`src/rtl/retire_commit_unit.sv`:
```
// Retire/commit stage: writes the 2-wide retire stream into the ARF and the
// committed arch-to-tag map, and recycles superseded tags through a free-tag FIFO.
module retire_commit_unit #(
   parameter int NUM_REG       = 32,
   parameter int NUM_REG_LOG2  = $clog2(NUM_REG),
   parameter int NUM_TAGS      = 64,
   parameter int NUM_TAGS_LOG2 = $clog2(NUM_TAGS),
   parameter int REG_SIZE      = 32
) (
   input  logic                       clk,
   input  logic                       rst,
   input  logic [NUM_REG_LOG2-1:0]    i_retire_reg      [2],
   input  logic [NUM_TAGS_LOG2-1:0]   i_retire_tag      [2],
   input  logic [REG_SIZE-1:0]        i_retire_reg_data [2],
   input  logic [1:0]                 i_retire_valid,
   input  logic                       i_alloc_req,
   output logic [NUM_TAGS_LOG2-1:0]   o_alloc_tag,
   output logic                       o_alloc_valid,
   input  logic [NUM_REG_LOG2-1:0]    i_rs_addr         [2],
   output logic [REG_SIZE-1:0]        o_rs_data         [2],
   output logic [NUM_TAGS_LOG2:0]     o_free_count,
   output logic                       o_fl_overflow
);

   localparam int CW = NUM_TAGS_LOG2 + 2;

   typedef logic [NUM_TAGS_LOG2-1:0] tag_t;

   logic [REG_SIZE-1:0]   r_arf [NUM_REG];
   tag_t                  r_map [NUM_REG];
   tag_t                  r_fl  [NUM_TAGS];
   tag_t                  r_head;
   tag_t                  r_tail;
   logic [NUM_TAGS_LOG2:0] r_count;
   logic                  r_overflow;

   logic                  w_live0;
   logic                  w_live1;
   logic                  w_commit0;
   logic                  w_commit1;
   logic                  w_sameReg;
   tag_t                  w_oldTag0;
   tag_t                  w_oldTag1;
   tag_t                  w_push0;
   tag_t                  w_push1;
   logic [1:0]            w_pushReq;
   logic [1:0]            w_pushAcc;
   logic                  w_pop;
   logic [CW-1:0]         w_room;
   logic                  w_dropped;

   // Slot qualification and freed-tag selection. When both slots hit the same
   // arch reg, slot 1 supersedes slot 0's tag, so slot 0's tag is what it frees.
   always_comb begin
      w_live0   = i_retire_valid[0] && (i_retire_tag[0] != '0);
      w_live1   = i_retire_valid[0] && i_retire_valid[1] && (i_retire_tag[1] != '0);
      w_commit0 = w_live0 && (i_retire_reg[0] != '0);
      w_commit1 = w_live1 && (i_retire_reg[1] != '0);
      w_sameReg = w_commit0 && w_commit1 && (i_retire_reg[0] == i_retire_reg[1]);
      w_oldTag0 = r_map[i_retire_reg[0]];
      w_oldTag1 = w_sameReg ? i_retire_tag[0] : r_map[i_retire_reg[1]];
      w_pushReq = {1'b0, w_commit0} + {1'b0, w_commit1};
      w_push0   = w_commit0 ? w_oldTag0 : w_oldTag1;
      w_push1   = w_oldTag1;
   end

   // A same-cycle pop frees one slot, so it counts toward room for the pushes.
   always_comb begin
      w_pop     = i_alloc_req && (r_count != '0);
      w_room    = CW'(NUM_TAGS) - CW'(r_count) + CW'(w_pop);
      w_pushAcc = w_pushReq;
      w_dropped = 1'b0;
      if (CW'(w_pushReq) > w_room) begin
         w_pushAcc = w_room[1:0];
         w_dropped = 1'b1;
      end
   end

   assign o_alloc_tag   = r_fl[r_head];
   assign o_alloc_valid = (r_count != '0);
   assign o_free_count  = r_count;
   assign o_fl_overflow = r_overflow;

   // Read ports see this cycle's commits; slot 1 is younger so it takes priority.
   always_comb begin
      for (int i = 0; i < 2; i++) begin
         o_rs_data[i] = r_arf[i_rs_addr[i]];
         if (i_rs_addr[i] == '0) begin
            o_rs_data[i] = '0;
         end else if (w_commit1 && (i_retire_reg[1] == i_rs_addr[i])) begin
            o_rs_data[i] = i_retire_reg_data[1];
         end else if (w_commit0 && (i_retire_reg[0] == i_rs_addr[i])) begin
            o_rs_data[i] = i_retire_reg_data[0];
         end
      end
   end

   // Pointer wrap relies on NUM_TAGS being a power of two.
   always_ff @(posedge clk) begin
      if (rst) begin
         for (int i = 0; i < NUM_REG; i++) begin
            r_arf[i] <= '0;
            r_map[i] <= tag_t'(i);
         end
         for (int i = 0; i < NUM_TAGS; i++) begin
            r_fl[i] <= (i < NUM_TAGS - NUM_REG) ? tag_t'(NUM_REG + i) : '0;
         end
         r_head     <= '0;
         r_tail     <= tag_t'(NUM_TAGS - NUM_REG);
         r_count    <= (NUM_TAGS_LOG2+1)'(NUM_TAGS - NUM_REG);
         r_overflow <= 1'b0;
      end else begin
         if (w_commit0) begin
            r_arf[i_retire_reg[0]] <= i_retire_reg_data[0];
            r_map[i_retire_reg[0]] <= i_retire_tag[0];
         end
         if (w_commit1) begin
            r_arf[i_retire_reg[1]] <= i_retire_reg_data[1];
            r_map[i_retire_reg[1]] <= i_retire_tag[1];
         end
         if (w_pushAcc != 2'd0) begin
            r_fl[r_tail] <= w_push0;
         end
         if (w_pushAcc == 2'd2) begin
            r_fl[r_tail + tag_t'(1)] <= w_push1;
         end
         r_tail <= r_tail + tag_t'(w_pushAcc);
         if (w_pop) begin
            r_head <= r_head + tag_t'(1);
         end
         r_count <= r_count + (NUM_TAGS_LOG2+1)'(w_pushAcc) - (NUM_TAGS_LOG2+1)'(w_pop);
         if (w_dropped) begin
            r_overflow <= 1'b1;
         end
      end
   end

endmodule

```
`config.mk`:
```
export PLATFORM = sky130hd
export DESIGN_NAME = retire_commit_unit
export DESIGN_NICKNAME = d
export VERILOG_FILES = /design/src/rtl/retire_commit_unit.sv
export SDC_FILE = /design/constraint.sdc
export NUM_CORES = 2
export LEC_CHECK = 0
export CAP_MARGIN = 20
export CORE_AREA = 10 10 525 527
export CTS_CLUSTER_DIAMETER = 60
export DETAILED_ROUTE_END_ITERATION = 10
export DIE_AREA = 0 0 535 537
export PLACE_DENSITY_LB_ADDON = 0.1
export REMOVE_ABC_BUFFERS = 1
export SYNTH_ARGS = -nofsm -noshare
export SYNTH_HDL_FRONTEND = slang
export SYNTH_SLANG_ARGS = --single-unit
export TNS_END_PERCENT = 20
```
`constraint.sdc`:
```
create_clock -name clk -period 7.4 [get_ports clk]
set_input_delay 1.48 -clock clk [delete_from_list [all_inputs] [get_ports clk]]
set_output_delay 1.48 -clock clk [all_outputs]
set_load 0.02 [all_outputs]
```
==> metrics.md <==
| Metric | Value |
|---|---|
| Total number of vias | `68,738` |
| Distinct cells, synth | `90` |
| Synth Instances | `6,237` |
| Max cap viols | `0` |
| Seq cells post-synth | `1,626` |
| # fillers | `24,190` |
| Setup Viol. Count Final | `0` |
| Post-place setup slack | `0.863 ns` |
| Max Freq | `153 MHz` |
| Total track usage | `29.5%` |
| Clock Sinks | `1,626` |
| Fin crit period | `6.55 ns` |
| Combinational share of power | `19.3%` |
| Final hold violation count | `0` |
| Die width | `535 um` |
| Worst EP arrival | `5.07 ns` |
| R2R Setup Slk | `1.84 ns` |
| Unrepaired setup endpoints after global routing | `no` |
| Async S/R FF share, synth | `0%` |
| Share of cells above drive strength 1 | `28.7%` |
| FP Rows | `189` |
| Vias in the first global route | `68,104` |
| Largest net degree at the start of global routing | `88` |
| Crit path launch type | `input port` |
| Vias per Instance | `6.87` |
| Layout area overhead | `16.3%` |
| Slew Limit Fails | `0` |
| I/O Pins | `180` |
| Commonest non-fill, non-tap cell in the layout | `edfxtp_1` |
| Worst IR drop on VDD | `0.269 mV` |
| Most frequent cells in the layout | `edfxtp_1, a22o_1, mux4_2` |
| Syn_area_per_cell | `14.8 um^2` |
| Clk slew on worst S/H paths | `0.05 ns` |
| Core ar. | `265,000 um^2` |
| Clock Path Buffers | `3` |
| Iteration-0 DRC Markers | `9,657` |
| Initial antenna violation count | `10` |
| H-tree levels | `4` |
| WP data required | `5.92 ns` |
| First-pass GRT wire length | `592,000 um` |
| Buffers added on ports | `179` |
| Total CTS buffers | `197` |
| Status | `finished, final reports clean` |
| Post-synth top flop | `edfxtp_1` |
| Sw Share | `29.6%` |
| Crit Path Max Fanout | `53` |
| Worst Setup End Kind | `primary output` |
| Clock power share | `37.8%` |
| Setup slack after layout | `0.845 ns` |
| Post-CTS Setup Inserts | `0` |
| Type of the worst min-delay path | `reg -> reg` |
| Slew Limit Headroom | `16.9%` |
| GP Congestion | `0.894` |
| Clock Latency Late Sink | `0.88 ns` |
| Remaining DRCs | `0` |
| Detail Route Antenna Nets | `0` |
| Yosys warns | `0` |
| DRT Wirelength | `437,000 um` |
| Total Nets Final | `6,420` |
| Router iterations before antenna repair | `6` |
| Setup Skew | `0.0621 ns` |
| PostCTS Resize Cnt | `0` |
| Die area | `287,000 um^2` |
| Initial Util | `34.8%` |
| Sum Neg Setup Slack | `0 ns` |
| Leak pwr | `34.3 nW` |
| Footprint of the multi-input gates | `40,500 um^2` |
| EDFF count, synth | `1,600` |
| Kind of critical path | `in -> out` |
| Worst-Margin Slew | `1.25 ns` |
| Seq pwr share | `42.9%` |
| DP HPWL | `270,000 um` |
| Power density over cell area | `238 nW/um^2` |
| Final period util | `88.6%` |
| CTS root buf | `clkbuf_16` |
| TritonCTS clock tree | `built` |
| Die height | `537 um` |
| Sequential element share of the synthesized area | `52.7%` |
| FF+latch area | `48,600 um^2` |
| Per-cell routed wire length | `43.7 um` |
| Hold Buf Count CTS | `0` |
| Synth Cell Area | `92,100 um^2` |
| Total grt overflow | `0` |
| NetSw | `0.00754 W` |
| Int Pwr | `0.0179 W` |
==> cell usage after synthesis (18+ instances only) <==
cell         n  area share (%)
nand2b_1    36            0.24
mux4_2     831              20
nand4_1     18            0.12
dfxtp_1     26            0.57
buf_1      139            0.57
nor2_1     130            0.53
nor3_1      44            0.24
o21ai_0    157            0.85
o22ai_1    258             1.8
a22oi_1    197             1.6
inv_1       24           0.098
buf_2      134            0.73
clkbuf_1   608             2.5
a22o_1    1024             9.7
or3_1       48            0.33
a32oi_1     27            0.26
nand3_1     40            0.22
ha_1        20            0.27
edfxtp_1  1600              52
nand2_1    310             1.3
xnor2_1     25            0.24
nor3_2      24            0.26
a221o_1     60            0.65
o32ai_1     70            0.67
xor2_1      21            0.20
mux2i_1    133             1.4
==> cell type report <==
type	count	area share, %
Antenna cell	5	0.0117
Clock buffer	254	4.96
Clock inverter	114	0.931
Inverter	36	0.126
Multi-Input combinational cell	3708	37.8
Sequential cell	1626	45.3
Tap cell	3533	4.13
Timing Repair Buffer	728	6.71
==> layer usage <==
layer,share of wire [%],up-vias,track usage [%]
li1,-,26509,-
met1,37,36366,36.9
met4,6.7,10,16.5
met3,9.7,1131,6.64
met5,0.016,-,0
met2,47,4722,47.3
==> path summary, 6_finish.rpt <==
path,endpoint,cells after the start,startpoint
max,o_rs_data[23],14,i_retire_tag[11]
min,r_head[5]$_SDFFE_PP0P_,2,r_head[5]$_SDFFE_PP0P_
max reg2reg,o_free_count[6]$_SDFF_PP0_,25,o_free_count[5]$_SDFF_PP1_
min reg2reg,r_head[5]$_SDFFE_PP0P_,2,r_head[5]$_SDFFE_PP0P_
==> state kept, by name (all words and copies together), names as in the netlist, named ones only <==
| register | count |
|---|---|
| r_fl | 384 |
| r_map | 192 |
| o_fl_overflow | 1 |
| o_free_count | 7 |
| r_head | 6 |
| r_tail | 6 |
| r_arf | 1024 |
==> power groups by stage <==
| stage | sequential (W) | combinational (W) | clock (W) |
|---|---|---|---|
| finish | 0.0109 | 0.00491 | 0.00964 |
| global route | 0.0110 | 0.00507 | 0.0101 |
| CTS | 0.0109 | 0.00486 | 0.00974 |
| detailed placement | 0.0111 | 0.00485 | 0 |
| global placement | 0.0111 | 0.00484 | 0 |
| floorplan | 0.0111 | 0.00229 | 0 |
==> stage by stage <==
step                      hold slack (ns)  area, um^2  total power (W)  util, %  std cells
after detailed placement            0.512      101000           0.0160     38.1       9630
after CTS                           0.520      107000           0.0255     40.5       9998
after global routing                0.551      107000           0.0262     40.5      10000
after floorplan                     0.452       88500           0.0134        -       5370
final                               0.509      107000           0.0255     40.5      10004
after global placement              0.488      101000           0.0159     38.1       9627
==> critical path, cell delays in order <==
cell and delay, ns:
clkdlybuf4s50_1 0.94, nor2_1 0.14, a22oi_1 0.21, buf_4 0.18, nand2_1 0.07, inv_1 0.16
buf_12 0.15, nand4_1 0.15, buf_12 0.25, buf_12 0.22, nand2_1 0.04, o21ai_0 0.08
o21ai_0 0.23, clkdlybuf4s50_1 0.66
==> cells by family after synthesis <==
family	count (synthesis)	share of synthesized area [%]
flip-flops	1626	52.7
XOR/XNOR	46	0.437
other	1	0.00407
multiplexers	972	21.9
adder cells (fa/ha/maj)	22	0.315
AND/OR/NAND/NOR	769	4.29
buffers and inverters	940	4.20
AO/OA/AOI/OAI	1861	16.2
No activity file was read; power rests on OpenSTA's default activity.
